**config.mk**
```make
export PLATFORM = sky130hd
export DESIGN_NAME = axis_credit_flit_tx_flat
export DESIGN_NICKNAME = d
export VERILOG_FILES = /design/src/rtl/noc_pkg.sv /design/src/rtl/axis_credit_flit_tx_if.sv /design/src/rtl/noc_credit_counter.sv /design/src/rtl/axis_credit_flit_tx.sv /design/src/flat_wrapper.sv
export SDC_FILE = /design/constraint.sdc
export NUM_CORES = 1
export LEC_CHECK = 0
export CAP_MARGIN = 20
export CORE_MARGIN = 8
export CORE_UTILIZATION = 35
export CTS_CLUSTER_DIAMETER = 200
export DETAILED_ROUTE_END_ITERATION = 8
export HOLD_SLACK_MARGIN = 0.02
export PLACE_DENSITY = 0.59
export SLEW_MARGIN = 20
export SYNTH_ARGS = -nofsm -noshare
export SYNTH_HDL_FRONTEND = slang
export SYNTH_SLANG_ARGS = --single-unit
```
**constraint.sdc**
```tcl
create_clock -name clk_noc -period 2.9 [get_ports clk_noc]
set_input_delay 0.58 -clock clk_noc [delete_from_list [all_inputs] [get_ports clk_noc]]
set_output_delay 0.58 -clock clk_noc [all_outputs]
set_load 0.01 [all_outputs]
```
**src/rtl/noc_pkg.sv**
```systemverilog
// Shared NoC link types and helpers, used by both the TX injector and the RX-side credit logic.
package noc_pkg;

  typedef enum logic {
    IDLE = 1'b0,
    SEND = 1'b1
  } tx_state_e;

  // Bits needed to hold a credit count from 0 up to and including depth.
  function automatic int credit_width(input int depth);
    return $clog2(depth + 1);
  endfunction

endpackage

```
**src/rtl/axis_credit_flit_tx_if.sv**
```systemverilog
// AXI-Stream beat interface feeding the flit injector.
interface axis_credit_flit_tx_if #(
  parameter int TDATA_WIDTH = 32,
  parameter int TID_WIDTH   = 2,
  parameter int TDEST_WIDTH = 2
);

  logic                   tvalid;
  logic                   tready;
  logic [TDATA_WIDTH-1:0] tdata;
  logic                   tlast;
  logic [TID_WIDTH-1:0]   tid;
  logic [TDEST_WIDTH-1:0] tdest;

  modport master (output tvalid, tdata, tlast, tid, tdest, input tready);
  modport slave  (input tvalid, tdata, tlast, tid, tdest, output tready);

endinterface

```
**src/rtl/noc_credit_counter.sv**
```systemverilog
// Credit counter for a credit-based link: starts full, spends one per issued flit,
// regains one per returned credit pulse, and flags credits returned beyond capacity.
module noc_credit_counter
  import noc_pkg::*;
#(
  parameter  int DEPTH = 8,
  localparam int CW    = credit_width(DEPTH)
) (
  input  logic          clk,
  input  logic          rst_n,
  input  logic          issue,
  input  logic          credit_in,
  output logic [CW-1:0] count,
  output logic          nonzero,
  output logic          overflow
);

  localparam logic [CW-1:0] FULL = CW'(DEPTH);
  localparam logic [CW-1:0] ONE  = CW'(1);

  logic at_full;

  assign at_full = (count == FULL);
  assign nonzero = (count != '0);

  // NOTE: sequential state uses non-blocking assignments only, so every flop samples
  // pre-edge values regardless of the order the simulator evaluates processes.
  always_ff @(posedge clk or negedge rst_n) begin
    if (!rst_n) begin
      count    <= FULL;
      overflow <= 1'b0;
    end else begin
      unique case ({issue, credit_in})
        2'b10: count <= count - ONE;
        2'b01: begin
          // A credit at full capacity means the downstream side miscounted; keep the
          // count saturated and latch the error until reset.
          if (at_full) overflow <= 1'b1;
          else         count    <= count + ONE;
        end
        default: ;
      endcase
    end
  end

endmodule

```
**src/rtl/axis_credit_flit_tx.sv**
```systemverilog
// Router-port injector: accepts AXI-Stream beats, serialises each into flits and sends
// them over a credit-controlled router link, one flit per cycle while credits remain.
module axis_credit_flit_tx
  import noc_pkg::*;
#(
  parameter  int TDATA_WIDTH          = 32,
  parameter  int TID_WIDTH            = 2,
  parameter  int TDEST_WIDTH          = 2,
  parameter  int SERIALIZATION_FACTOR = 1,
  parameter  int FLIT_BUFFER_DEPTH    = 8,
  localparam int FLIT_WIDTH           = TDATA_WIDTH / SERIALIZATION_FACTOR,
  localparam int DEST_WIDTH           = TID_WIDTH + TDEST_WIDTH,
  localparam int CW                   = credit_width(FLIT_BUFFER_DEPTH)
) (
  input  logic                  clk_noc,
  input  logic                  rst_n,
  axis_credit_flit_tx_if.slave  axis_in,
  output logic [FLIT_WIDTH-1:0] data_out,
  output logic [DEST_WIDTH-1:0] dest_out,
  output logic                  is_tail_out,
  output logic                  send_out,
  input  logic                  credit_in,
  output logic [CW-1:0]         credits_avail,
  output logic                  credit_overflow
);

  localparam int              SF       = SERIALIZATION_FACTOR;
  localparam int              IDX_W    = (SF > 1) ? $clog2(SF) : 1;
  localparam logic [IDX_W-1:0] LAST_IDX = IDX_W'(SF - 1);
  localparam logic [IDX_W-1:0] IDX_ONE  = IDX_W'(1);

  tx_state_e                     state, state_next;
  logic [SF-1:0][FLIT_WIDTH-1:0] hold_flits;
  logic                          hold_last;
  logic [DEST_WIDTH-1:0]         hold_dest;
  logic [IDX_W-1:0]              idx, idx_next;
  logic [FLIT_WIDTH-1:0]         cur_flit;
  logic                          credit_nonzero;
  logic                          issue;
  logic                          last_flit;
  logic                          load;
  logic                          tready;

  noc_credit_counter #(
    .DEPTH (FLIT_BUFFER_DEPTH)
  ) u_credit (
    .clk       (clk_noc),
    .rst_n     (rst_n),
    .issue     (issue),
    .credit_in (credit_in),
    .count     (credits_avail),
    .nonzero   (credit_nonzero),
    .overflow  (credit_overflow)
  );

  assign issue     = (state == SEND) && credit_nonzero;
  assign last_flit = (idx == LAST_IDX);

  // Upstream must never see an accept while the link is held in reset.
  assign axis_in.tready = tready && rst_n;

  if (SF == 1) begin : g_single_flit
    assign cur_flit = hold_flits[0];
  end else begin : g_multi_flit
    assign cur_flit = hold_flits[idx];
  end

  always_ff @(posedge clk_noc or negedge rst_n) begin
    if (!rst_n) begin
      state <= IDLE;
      idx   <= '0;
    end else begin
      state <= state_next;
      idx   <= idx_next;
    end
  end

  // NOTE: every output of this block gets a default before the case, so no path
  // leaves a signal unassigned and no latch is inferred.
  always_comb begin
    state_next = state;
    idx_next   = idx;
    load       = 1'b0;
    tready     = 1'b0;
    unique case (state)
      IDLE: begin
        tready = 1'b1;
        if (axis_in.tvalid) begin
          load       = 1'b1;
          idx_next   = '0;
          state_next = SEND;
        end
      end
      SEND: begin
        if (issue) begin
          if (last_flit) begin
            // Accepting during the final flit lets beats stream with no idle cycle.
            tready = 1'b1;
            if (axis_in.tvalid) begin
              load     = 1'b1;
              idx_next = '0;
            end else begin
              state_next = IDLE;
            end
          end else begin
            idx_next = idx + IDX_ONE;
          end
        end
      end
      default: ;
    endcase
  end

  // NOTE: the holding register has no reset; it is only read while in SEND, and SEND
  // is only entered through a load, so its post-reset contents never reach the outputs.
  always_ff @(posedge clk_noc) begin
    if (load) begin
      hold_flits <= axis_in.tdata;
      hold_last  <= axis_in.tlast;
      hold_dest  <= {axis_in.tid, axis_in.tdest};
    end
  end

  always_ff @(posedge clk_noc or negedge rst_n) begin
    if (!rst_n) begin
      send_out    <= 1'b0;
      data_out    <= '0;
      dest_out    <= '0;
      is_tail_out <= 1'b0;
    end else begin
      send_out <= issue;
      if (issue) begin
        data_out    <= cur_flit;
        dest_out    <= hold_dest;
        is_tail_out <= hold_last && last_flit;
      end
    end
  end

endmodule

```
**src/flat_wrapper.sv**
```systemverilog
// flat-port wrapper written by rule: the top's interface ports become plain ports
module axis_credit_flit_tx_flat import noc_pkg::*;
#(
  parameter  int TDATA_WIDTH          = 32,
  parameter  int TID_WIDTH            = 2,
  parameter  int TDEST_WIDTH          = 2,
  parameter  int SERIALIZATION_FACTOR = 1,
  parameter  int FLIT_BUFFER_DEPTH    = 8,
  localparam int FLIT_WIDTH           = TDATA_WIDTH / SERIALIZATION_FACTOR,
  localparam int DEST_WIDTH           = TID_WIDTH + TDEST_WIDTH,
  localparam int CW                   = credit_width(FLIT_BUFFER_DEPTH)
)
  (clk_noc, rst_n, data_out, dest_out, is_tail_out, send_out, credit_in, credits_avail, credit_overflow, axis_in_tvalid, axis_in_tdata, axis_in_tlast, axis_in_tid, axis_in_tdest, axis_in_tready);
  axis_credit_flit_tx_if #(.TDATA_WIDTH(TDATA_WIDTH), .TID_WIDTH(TID_WIDTH), .TDEST_WIDTH(TDEST_WIDTH)) axis_in_i ();
  input  logic clk_noc;
  input  logic rst_n;
  output logic [FLIT_WIDTH-1:0] data_out;
  output logic [DEST_WIDTH-1:0] dest_out;
  output logic is_tail_out;
  output logic send_out;
  input  logic credit_in;
  output logic [CW-1:0] credits_avail;
  output logic credit_overflow;
  input wire logic [$bits(axis_in_i.tvalid)-1:0] axis_in_tvalid;
  input wire logic [$bits(axis_in_i.tdata)-1:0] axis_in_tdata;
  input wire logic [$bits(axis_in_i.tlast)-1:0] axis_in_tlast;
  input wire logic [$bits(axis_in_i.tid)-1:0] axis_in_tid;
  input wire logic [$bits(axis_in_i.tdest)-1:0] axis_in_tdest;
  output wire logic [$bits(axis_in_i.tready)-1:0] axis_in_tready;
  assign axis_in_i.tvalid = axis_in_tvalid;
  assign axis_in_i.tdata = axis_in_tdata;
  assign axis_in_i.tlast = axis_in_tlast;
  assign axis_in_i.tid = axis_in_tid;
  assign axis_in_i.tdest = axis_in_tdest;
  assign axis_in_tready = axis_in_i.tready;
  axis_credit_flit_tx #(.TDATA_WIDTH(TDATA_WIDTH), .TID_WIDTH(TID_WIDTH), .TDEST_WIDTH(TDEST_WIDTH), .SERIALIZATION_FACTOR(SERIALIZATION_FACTOR), .FLIT_BUFFER_DEPTH(FLIT_BUFFER_DEPTH)) u_core (.clk_noc(clk_noc), .rst_n(rst_n), .axis_in(axis_in_i), .data_out(data_out), .dest_out(dest_out), .is_tail_out(is_tail_out), .send_out(send_out), .credit_in(credit_in), .credits_avail(credits_avail), .credit_overflow(credit_overflow));
endmodule
```
==> impl_metrics.env <==
export IMPL_initial_core_util_pct=35.9
export IMPL_ys_ff_latch=81
export IMPL_clockBufferDepth=2
export IMPL_drv_slew=0
export IMPL_setup_tns_ns=0
export IMPL_grt_pass1_vias=1971
export IMPL_synth_distinct_cells=33
export IMPL_postCtsSetupBuffers=0
export IMPL_place_congestion=0.782
export IMPL_cts_buffers_inserted=9
export IMPL_hpwlAfterDp_mm=4.15
export IMPL_top_level_ports=85
export IMPL_yosysTopAreaCell="edfxtp_1"
export IMPL_power_density_nw_per_um2=823
export IMPL_rrSetupSlack_ns=0.49
export IMPL_synth_seq_area_share_pct=70.7
export IMPL_r2r_start="u_core.u_credit.count[0]"
export IMPL_synth_nets=217
export IMPL_fin_util_pct=48.9
export IMPL_fp_dieW_um=111
export IMPL_synth_avg_cell_area_um2=18.1
export IMPL_cts_tree="yes"
export IMPL_wl_per_cell_um=16.1
export IMPL_hold_path_class="input pin to async pin"
export IMPL_cp_end_kind="primary output"
export IMPL_die_y_um=111
export IMPL_h_tree_depth=3
export IMPL_drive_above_1_share_pct=21.6
export IMPL_rows=34
export IMPL_rsz0062_at_grt="false"
export IMPL_portBuffers=84
export IMPL_syn_inst=173
export IMPL_hold_viol_final=0
export IMPL_grt_util_met2_pct=16.3
export IMPL_overflow=0
export IMPL_cap_violations=0
export IMPL_nNetsFinal=309
export IMPL_grt_pass1_wl_mm=10.5
export IMPL_firstDrtPassIters=4
export IMPL_rr_endpoint="u_core.u_credit.count[3]"
export IMPL_fin_crit_sh_pct=90.5
export IMPL_grt_use_total_pct=10.7
export IMPL_report_final_setup_viol=0
export IMPL_max_freq_mhz=381
export IMPL_crit_type="register to primary output"
export IMPL_period_needed_ns=2.62
export IMPL_clockRootBuffer="clkbuf_8"
export IMPL_place_ws_ns=0.492
export IMPL_reg2regPathDepth=8
export IMPL_path_max_fanout=10
export IMPL_drtIter0Drc=44
export IMPL_fin_skew_ns=0.00940
export IMPL_met1_usage_pct=12.6
export IMPL_clkSinkCount=81
export IMPL_crit_required_ns=2.32
export IMPL_tightest_slew_ns=0.694
export IMPL_ir_drop_v=0.000346
export IMPL_area_growth_pct=36.0
export IMPL_routed_wl_mm=6.07
export IMPL_startpoint_type="register"
export IMPL_grt_busiest_layer="met2"
export IMPL_insertion_delay_ns=0.34
export IMPL_status="finished, final reports clean"
export IMPL_slew_headroom_pct=53.7
export IMPL_clk_pin_slew_ns=0.08
export IMPL_drc=0
export IMPL_ant_nets=0
export IMPL_arrival_ns=2.04
export IMPL_synth_top_area_share_pct=35.5
export IMPL_timing_final_ws_setup_ns=0.276
export IMPL_antenna_found_initial=0
export IMPL_antennaDiodeCount=0
export IMPL_grt_max_degree=45
export IMPL_met3_usage_pct=5.30
export IMPL_power_leakage_uw=0.00173
export IMPL_dr_total_vias=1722
export IMPL_die_area_um2=12200
export IMPL_syn_area_um2=3130
export IMPL_yosys_warnings=0
export IMPL_core_um2=8720
export IMPL_synthTopCellsByArea="edfxtp_1 (35%), dfrtp_1 (34%), mux2_4 (14%)"
export IMPL_vias_per_cell=4.57
[report_power, final]
part	switching, uW	total (uW)	internal (uW)	leakage, uW
clock	372	721	349	0.0000859
combinational	443	1160	712	0.000767
sequential	175	1630	1450	0.000873
total	990	3510	2520	0.00173
[placed cells by master (no fill, tap or decap), drive strengths merged]
master	instances
a211oi	1
nand2	5
dfstp	1
edfxtp	37
a31oi	2
nor3	3
and2	3
a2111o	1
or3	2
mux2	37
mux2i	3
nor2b	1
xnor2	1
dfrtp	43
clkinv	2
nand3	1
clkbuf	12
a41o	1
o21ai	4
a21oi	5
o221ai	1
clkinvlp	1
nand2b	1
nor4	1
fa	1
ha	2
clkdlybuf4s50	83
o22ai	2
inv	3
nor2	3
buf	5
and3	1
[synthesized netlist by cell type]
master / number
mux2_2: 5
buf_6: 5
or3_4: 1
inv_1: 3
xnor2_1: 1
nor2_1: 3
edfxtp_1: 37
dfrtp_1: 43
clkbuf_1: 2
ha_1: 2
nand2_1: 5
a41o_1: 1
a2111o_1: 1
mux2i_1: 3
or3_1: 1
nor2b_1: 1
o21ai_0: 3
mux2_1: 2
o221ai_1: 1
o21ai_4: 1
o22ai_1: 2
mux2_4: 30
nor4_1: 1
a21oi_1: 5
a211oi_1: 1
and2_1: 3
nand2b_1: 1
and3_1: 1
dfstp_2: 1
a31oi_1: 2
nor3_1: 3
nand3_1: 1
fa_1: 1
[what timing repair did]
item | in CTS | in global routing
gates resized for setup | 0 | 1
setup endpoints to repair | 0 | 1
hold buffers | 0 | 0
[how the worst max path moves through the flow]
stage | from | endpoint | cells after the start
after floorplan | u_core.u_credit.count[0] | u_core.u_credit.count[3] | 10
after global placement | u_core.u_credit.count[0] | axis_in_tready | 4
after detailed placement | u_core.u_credit.count[0] | axis_in_tready | 4
after CTS | u_core.u_credit.count[0] | axis_in_tready | 4
after global routing | u_core.u_credit.count[0] | axis_in_tready | 4
final | u_core.u_credit.count[0] | axis_in_tready | 4
[per-stage QoR]
step	hold slack [ns]	area [um^2]	power [uW]	instances
floorplan	0.284	3130	2260	173
global placement	0.437	4080	2810	362
detailed placement	0.444	4080	2830	362
CTS	0.409	4250	3570	377
global route	0.424	4260	3740	377
finish	0.367	4260	3510	377
[metal layers]
layer	routed length (um)	share of wire [%]	up-vias
met5	0	0	-
met2	2940	48	53
met4	82	1.4	0
met1	2610	43	840
met3	435	7.2	8
li1	-	-	821
[critical path, stage by stage (launching register included)]
cell	delay, ns
dfrtp_1	0.50
nor4_2	0.42
nand2_1	0.14
and2_1	0.18
clkdlybuf4s50_1	0.48
[logic make-up (layout without fill, tap and decap cells)]
logic type	after synthesis	after routing	share of synthesized area, %
mux	40	40	17.9
xor+xnor	1	1	0.280
flops	81	81	70.7
compound gates	17	17	3.80
fa+ha+maj	3	3	1.44
buf+inv	10	106	2.40
simple gates	21	21	3.56
[flip-flops by register name (all words and copies together) (netlist names)]
register / flops
u_core.u_credit.count: 4
u_core.hold_dest: 4
u_core.send_out: 1
u_core.cur_flit: 32
u_core.state: 1
u_core.dest_out: 4
u_core.u_credit.overflow: 1
u_core.data_out: 32
u_core.hold_last: 1
u_core.is_tail_out: 1
[area by class of cell]
cell class	instances	area (um^2)
clock inverters	3	16.3
multi-input cells	82	851
inverters	3	11.3
flip-flops and latches	81	2210
repair buffers	88	878
well taps	108	135
fillers	744	4460
clock buffers	12	155
Note: power is estimated with default switching activity, not from simulation.
